## config.mk

```make
export PLATFORM = sky130hd
export DESIGN_NAME = pll_lock_supervisor_flat
export DESIGN_NICKNAME = d
export VERILOG_FILES = /design/src/rtl/pll_lock_supervisor_pkg.sv /design/src/rtl/pll_lock_supervisor_if.sv /design/src/rtl/pll_lock_supervisor_sync_bit.sv /design/src/rtl/pll_lock_supervisor.sv /design/src/flat_wrapper.sv
export SDC_FILE = /design/constraint.sdc
export NUM_CORES = 1
export LEC_CHECK = 0
export CELL_PAD_IN_SITES_DETAIL_PLACEMENT = 2
export CELL_PAD_IN_SITES_GLOBAL_PLACEMENT = 2
export CORE_ASPECT_RATIO = 0.7
export CORE_MARGIN = 8
export CORE_UTILIZATION = 33
export DETAILED_ROUTE_END_ITERATION = 8
export PLACE_DENSITY_LB_ADDON = 0.1
export SKIP_LAST_GASP = 1
export SYNTH_ARGS = -nofsm -noshare
export SYNTH_HDL_FRONTEND = slang
export SYNTH_HIERARCHICAL = 1
export SYNTH_SLANG_ARGS = --single-unit
```

## constraint.sdc

```tcl
create_clock -name clk -period 1.8 [get_ports clk]
set_input_delay 0.27 -clock clk [delete_from_list [all_inputs] [get_ports clk]]
set_output_delay 0.27 -clock clk [all_outputs]
set_load 0.005 [all_outputs]
```

## src/rtl/pll_lock_supervisor_pkg.sv

```systemverilog
// Shared types and sizing helpers for the rPLL lock supervisor.
package pll_sup_pkg;

  typedef enum logic [2:0] {
    PLL_RST   = 3'd0,
    WAIT_LOCK = 3'd1,
    STABLE    = 3'd2,
    RUN       = 3'd3,
    FAULT     = 3'd4
  } pll_state_e;

  localparam int LOCK_LOSS_W = 8;

  function automatic int max3(input int a, input int b, input int c);
    int m;
    m = (a > b) ? a : b;
    return (m > c) ? m : c;
  endfunction

  // Keeps counters at least one bit wide for degenerate parameter choices.
  function automatic int clog2_min1(input int v);
    return (v > 2) ? $clog2(v) : 1;
  endfunction

endpackage

```

## src/rtl/pll_lock_supervisor_if.sv

```systemverilog
// Lock/control/status bundle between the supervisor and its PLL/system neighbours.
interface pll_lock_supervisor_if
  import pll_sup_pkg::*;
#(
  parameter int RC_W = 2
) ();
  logic                   pll_locked_async;
  logic                   sw_restart;
  logic                   pll_reset;
  logic                   sys_rst;
  logic                   ready;
  logic                   fault;
  logic [RC_W-1:0]        retry_count;
  logic [LOCK_LOSS_W-1:0] lock_loss_count;

  modport master (
    input  pll_locked_async, sw_restart,
    output pll_reset, sys_rst, ready, fault, retry_count, lock_loss_count
  );

  modport slave (
    output pll_locked_async, sw_restart,
    input  pll_reset, sys_rst, ready, fault, retry_count, lock_loss_count
  );
endinterface

```

## src/rtl/pll_lock_supervisor_sync_bit.sv

```systemverilog
// N-flop single-bit synchronizer; also usable for sys_rst deassert sync downstream.
module sync_bit #(
  parameter int STAGES = 2
) (
  input  logic clk,
  input  logic rst,
  input  logic d,
  output logic q
);
  logic [STAGES-1:0] ff;

  always_ff @(posedge clk or posedge rst) begin
    if (rst) ff <= '0;
    else     ff <= {ff[STAGES-2:0], d};
  end

  assign q = ff[STAGES-1];
endmodule

```

## src/rtl/pll_lock_supervisor.sv

```systemverilog
// Sequences rPLL reset, qualifies LOCK and owns the system reset; clocked by the
// free-running crystal so it keeps running whatever the PLL does.
module pll_lock_supervisor
  import pll_sup_pkg::*;
#(
  parameter int SYNC_STAGES    = 2,
  parameter int STABLE_CYCLES  = 1024,
  parameter int LOCK_TIMEOUT   = 65536,
  parameter int PLL_RST_CYCLES = 16,
  parameter int MAX_RETRIES    = 3
) (
  input  logic                   clk,
  input  logic                   rst,
  pll_lock_supervisor_if.master  bus
);
  localparam int CNT_W = clog2_min1(max3(LOCK_TIMEOUT, STABLE_CYCLES, PLL_RST_CYCLES));
  localparam int RC_W  = clog2_min1(MAX_RETRIES + 1);

  pll_state_e             state_q, state_d;
  logic [CNT_W-1:0]       cnt_q, cnt_d;
  logic [RC_W-1:0]        rc_q, rc_d;
  logic [LOCK_LOSS_W-1:0] llc_q, llc_d;
  logic                   locked_s;
  logic                   pll_reset_q, sys_rst_q, ready_q, fault_q;

  sync_bit #(.STAGES(SYNC_STAGES)) u_lock_sync (
    .clk (clk),
    .rst (rst),
    .d   (bus.pll_locked_async),
    .q   (locked_s)
  );

  always_ff @(posedge clk or posedge rst) begin
    if (rst) begin
      state_q <= PLL_RST;
      cnt_q   <= '0;
      rc_q    <= '0;
      llc_q   <= '0;
    end else begin
      state_q <= state_d;
      cnt_q   <= cnt_d;
      rc_q    <= rc_d;
      llc_q   <= llc_d;
    end
  end

  always_comb begin
    state_d = state_q;
    cnt_d   = cnt_q + CNT_W'(1);
    rc_d    = rc_q;
    llc_d   = llc_q;
    if (bus.sw_restart) begin
      state_d = PLL_RST;
      cnt_d   = '0;
      rc_d    = '0;
    end else begin
      unique case (state_q)
        PLL_RST: begin
          if (cnt_q == CNT_W'(PLL_RST_CYCLES - 1)) begin
            state_d = WAIT_LOCK;
            cnt_d   = '0;
          end
        end
        WAIT_LOCK: begin
          // Lock is checked before the timeout so a coincident lock still counts.
          if (locked_s) begin
            state_d = STABLE;
            cnt_d   = '0;
          end else if (cnt_q == CNT_W'(LOCK_TIMEOUT - 1)) begin
            cnt_d = '0;
            if (rc_q < RC_W'(MAX_RETRIES)) begin
              rc_d    = rc_q + RC_W'(1);
              state_d = PLL_RST;
            end else begin
              state_d = FAULT;
            end
          end
        end
        STABLE: begin
          if (!locked_s) begin
            state_d = WAIT_LOCK;
            cnt_d   = '0;
          end else if (cnt_q == CNT_W'(STABLE_CYCLES - 1)) begin
            state_d = RUN;
            cnt_d   = '0;
            rc_d    = '0;
          end
        end
        RUN: begin
          cnt_d = '0;
          if (!locked_s) begin
            state_d = PLL_RST;
            if (llc_q != {LOCK_LOSS_W{1'b1}}) llc_d = llc_q + LOCK_LOSS_W'(1);
          end
        end
        FAULT: cnt_d = '0;
        default: begin
          state_d = PLL_RST;
          cnt_d   = '0;
        end
      endcase
    end
  end

  // Outputs come from flops loaded with the next-state decode, so they track
  // the state register exactly without combinational decode glitches.
  always_ff @(posedge clk or posedge rst) begin
    if (rst) begin
      pll_reset_q <= 1'b1;
      sys_rst_q   <= 1'b1;
      ready_q     <= 1'b0;
      fault_q     <= 1'b0;
    end else begin
      pll_reset_q <= (state_d == PLL_RST);
      sys_rst_q   <= (state_d != RUN);
      ready_q     <= (state_d == RUN);
      fault_q     <= (state_d == FAULT);
    end
  end

  assign bus.pll_reset       = pll_reset_q;
  assign bus.sys_rst         = sys_rst_q;
  assign bus.ready           = ready_q;
  assign bus.fault           = fault_q;
  assign bus.retry_count     = rc_q;
  assign bus.lock_loss_count = llc_q;

endmodule

```

## src/flat_wrapper.sv

```systemverilog
// flat-port wrapper written by rule: the top's interface ports become plain ports
module pll_lock_supervisor_flat import pll_sup_pkg::*;
#(
  parameter int SYNC_STAGES    = 2,
  parameter int STABLE_CYCLES  = 1024,
  parameter int LOCK_TIMEOUT   = 65536,
  parameter int PLL_RST_CYCLES = 16,
  parameter int MAX_RETRIES    = 3
)
  (clk, rst, bus_pll_locked_async, bus_sw_restart, bus_pll_reset, bus_sys_rst, bus_ready, bus_fault, bus_retry_count, bus_lock_loss_count);
  pll_lock_supervisor_if #(.RC_W(2)) bus_i ();
  input  logic clk;
  input  logic rst;
  input wire logic [$bits(bus_i.pll_locked_async)-1:0] bus_pll_locked_async;
  input wire logic [$bits(bus_i.sw_restart)-1:0] bus_sw_restart;
  output wire logic [$bits(bus_i.pll_reset)-1:0] bus_pll_reset;
  output wire logic [$bits(bus_i.sys_rst)-1:0] bus_sys_rst;
  output wire logic [$bits(bus_i.ready)-1:0] bus_ready;
  output wire logic [$bits(bus_i.fault)-1:0] bus_fault;
  output wire logic [$bits(bus_i.retry_count)-1:0] bus_retry_count;
  output wire logic [$bits(bus_i.lock_loss_count)-1:0] bus_lock_loss_count;
  assign bus_i.pll_locked_async = bus_pll_locked_async;
  assign bus_i.sw_restart = bus_sw_restart;
  assign bus_pll_reset = bus_i.pll_reset;
  assign bus_sys_rst = bus_i.sys_rst;
  assign bus_ready = bus_i.ready;
  assign bus_fault = bus_i.fault;
  assign bus_retry_count = bus_i.retry_count;
  assign bus_lock_loss_count = bus_i.lock_loss_count;
  pll_lock_supervisor #(.SYNC_STAGES(SYNC_STAGES), .STABLE_CYCLES(STABLE_CYCLES), .LOCK_TIMEOUT(LOCK_TIMEOUT), .PLL_RST_CYCLES(PLL_RST_CYCLES), .MAX_RETRIES(MAX_RETRIES)) u_core (.clk(clk), .rst(rst), .bus(bus_i));
endmodule
```

==> impl_metrics.py <==
metrics = {
    "floorplanning": {
        "start_util": 0.3396,
        "die_h_um": 77.22,
        "rows": 22,
        "dieArea_um2": 7988,
        "core_um2": 5202,
        "ios": 18,
        "die_w_um": 103.5,
    },
    "layout": {
        "nets": 236,
        "layout-drive-gt1-share": 0.3522,
        "final_common_cell": "buf_4",
        "layout_common_cells": "buf_4, dfrtp_1, nor2_1",
        "syn_to_final_growth_pct": 44.55,
        "diodes": 0,
    },
    "detailed_routing": {
        "wl_mm": 5.713,
        "met1_length_mm": 2.519,
        "vias_per_cell": 5.040,
        "top_layer": "met4",
        "met2_length_mm": 2.971,
        "first_pass_iters": 4,
        "met3_length_um": 181,
        "num_vias": 1522,
        "postRouteAntennaNets": 0,
        "wire_per_inst_um": 18.92,
        "drc_errors": 0,
        "drtIter0Drc": 50,
    },
    "clocking": {
        "clk_pin_slew_ns": 0.07,
        "cts_tree": "built",
        "cts_buffers": 5,
        "clkLatencyLatePin_ns": 0.28,
        "clock_sinks": 35,
        "cts_root_buf": "clkbuf_8",
        "cts_buffer_depth": 2,
        "hold_buffers": 0,
        "cts.htree.levels": 2,
    },
    "yosys": {
        "synth_edf_count": 0,
        "syn-instance-count": 166,
        "ys.flop_type": "dfrtp_1",
        "synth_top_family_by_area": "simple AND/OR/NAND/NOR gates",
        "syn_nets": 173,
        "synth_compound_area_frac": 0.07861,
        "synth-simple-area-share": 0.2635,
        "ys_types": 41,
        "synthXorXnorAreaFrac": 0.1041,
        "netlist_area_um2": 1767,
        "ys_seq_area_frac": 0.4972,
        "synthMuxAreaShare": 0.006374,
        "syn_area_per_cell_um2": 10.64,
        "synthAdderAreaFrac": 0.02125,
        "async_flop_share": 1.000,
        "yosys_warnings": 6,
        "ys_ff_latch": 35,
    },
    "setup_path": {
        "timing.rr.start": "u_core/cnt_q[13]$_DFF_PP0_",
        "crit_type": "flip-flop to flip-flop",
        "cp-start-kind": "flip-flop",
        "critPathCapture": "u_core/cnt_q[12]$_DFF_PP0_",
        "timing.rr.end": "u_core/cnt_q[12]$_DFF_PP0_",
        "r2r_slack_ns": -0.07,
        "critPathMaxFanout": 16,
        "worstRegToRegCells": 6,
        "worst_setup_path_end_kind": "flip-flop",
        "worstPathArrival_ns": 2.04,
        "crit_required_ns": 1.98,
        "crit_path_start": "u_core/cnt_q[13]$_DFF_PP0_",
    },
    "power": {
        "p_leak_nw": 1.159,
        "pwr-share-comb": 0.053,
        "swShare": 0.2181,
        "vdd_drop_max_mv": 0.2865,
        "switchingPower_w": 0.0003289,
        "power.total_w": 0.001508,
        "power.internal_w": 0.001179,
        "powerDensity_nw_per_um2": 590.7,
        "pwr-share-clk": 0.417,
        "seqPwrFrac": 0.530,
    },
    "worst_hold_path": {
        "hp-class": "input pin to asynchronous set/reset pin",
    },
    "global_route": {
        "overflow": 0,
        "grt_max_degree": 34,
        "grt_pass1_wl_mm": 9.315,
        "grt_pass1_vias": 1770,
        "antenna_found_initial": 0,
        "grt_usage": 0.1494,
    },
    "run_status": {
        "status": "finished with violations",
        "violations": "setup timing",
    },
    "timing": {
        "rsz0062_at_grt": "true",
        "worst_pin_slew_ns": 0.4636,
        "hold_ws_ns": 0.1719,
        "period_share": 1.037,
        "min_period_ns": 1.867,
        "final_max_slew_viol_count": 0,
        "setup_slack_ns": -0.06745,
        "hold_viol_final": 0,
        "max_freq_mhz": 535.5,
        "relSlewSlack": 0.6909,
        "finalSetupViolCount": 22,
        "clock_skew_ns": 0.004502,
    },
    "placement": {
        "gp_congestion": 0.7581,
        "port_buffers": 17,
        "dpl.hpwl_mm": 3.886,
    },
    "run": {
        "maxCapViolCount": 0,
    },
}
## worst max-delay path, cell delays in order, from the launching register on
cell and delay, ns:
dfrtp_1 0.42, nor4_4 0.36, nor3b_4 0.32, a311oi_4 0.14
a211oi_4 0.27, buf_12 0.18, nor2_1 0.06
## how the worst min path moves through the flow
stage | start | end | slack, ns | cells after the start
6_report | rst | u_core/u_lock_sync/ff[1]$_DFF_PP0_ | 0.17 | 2
3_5_place_dp | u_core/u_lock_sync/ff[0]$_DFF_PP0_ | u_core/u_lock_sync/ff[1]$_DFF_PP0_ | 0.35 | 0
3_3_place_gp | u_core/u_lock_sync/ff[0]$_DFF_PP0_ | u_core/u_lock_sync/ff[1]$_DFF_PP0_ | 0.34 | 0
5_1_grt | rst | u_core/u_lock_sync/ff[1]$_DFF_PP0_ | 0.18 | 2
2_1_floorplan | rst | u_core/u_lock_sync/ff[0]$_DFF_PP0_ | 0.01 | 1
4_1_cts | rst | u_core/u_lock_sync/ff[0]$_DFF_PP0_ | 0.16 | 2
## cell families (layout without fill, tap and decap cells)
logic type,Yosys count,count (layout)
and+or+nand+nor,82,82
xor gates and xnor gates,21,21
AOI/OAI and AO/OA,15,15
adders and majority gates,3,3
muxes,1,1
DFF,35,35
buffers and inverters,9,73
## synthesized netlist by cell type (2+ instances only)
cell | n | area (µm²)
dfrtp_1 | 33 | 825.8
and3_1 | 8 | 50.05
dfstp_2 | 2 | 52.55
xor2_1 | 8 | 70.07
nand2_1 | 8 | 30.03
and4_1 | 2 | 17.52
nand2b_1 | 2 | 12.51
nor2b_1 | 2 | 12.51
ha_1 | 3 | 37.54
inv_1 | 5 | 18.77
nand4_1 | 9 | 56.30
xnor2_1 | 13 | 113.9
a21oi_1 | 6 | 30.03
and2_1 | 2 | 12.51
nand3_1 | 6 | 30.03
nor2_1 | 26 | 97.59
or2_2 | 3 | 18.77
buf_2 | 2 | 10.01
buf_6 | 2 | 22.52
nor4_1 | 3 | 18.77
## power by group through the flow
stage / clock network, W / registers, W / logic (W)
finish: 0.000629 / 0.000800 / 0.0000801
global route: 0.000683 / 0.000800 / 0.0000900
global placement: 0 / 0.000814 / 0.0000744
floorplan: 0 / 0.000815 / 0.0000394
detailed placement: 0 / 0.000815 / 0.0000788
CTS: 0.000655 / 0.000799 / 0.0000808
## repair_timing
action,CTS,global route
pin swaps,6,13
gates cloned,0,0
resized for setup,11,16
setup buffers,12,0
setup endpoints to repair,27,29
## area by class of cell
type	instances	area [µm²]
timing repair buffer	60	515.5
inverter	5	18.77
sequential	35	879.6
multi-input combinational	122	949.7
fill	541	2649
clock buffer	8	100.1
tap	72	90.09
## metal layers
metal / vias up / global-route usage
met1: 784 / 0.1841
met3: 7 / 0.03517
met4: 0 / 0.03453
li1: 708 / -
met5: - / 0
met2: 23 / 0.2535
## metrics by stage
| step | worst slack, ns | cells | utilization | area [µm²] | setup TNS (ns) |
|---|---|---|---|---|---|
| final | -0.06745 | 302 | 0.4909 | 2554 | -1.131 |
| after global routing | -0.1136 | 302 | 0.4909 | 2554 | -2.187 |
| after CTS | -0.08072 | 303 | 0.4781 | 2487 | -0.8384 |
| after detailed placement | -0.4299 | 283 | 0.4319 | 2247 | -7.674 |
| after global placement | -0.3721 | 283 | 0.4319 | 2247 | -6.601 |
| after floorplan | 0.004556 | 166 | - | 1767 | 0 |
## sequential cells by signal, indices dropped and copies added (netlist names)
signal,cells
u_core/cnt_q,16
u_core/bus.lock_loss_count,8
u_core/state_q,3
u_core/bus.retry_count,2
u_core/u_lock_sync/ff,2
u_core/bus.fault,1
u_core/bus.pll_reset,1
u_core/bus.ready,1
u_core/bus.sys_rst,1
(Power assumes the default switching activity.)
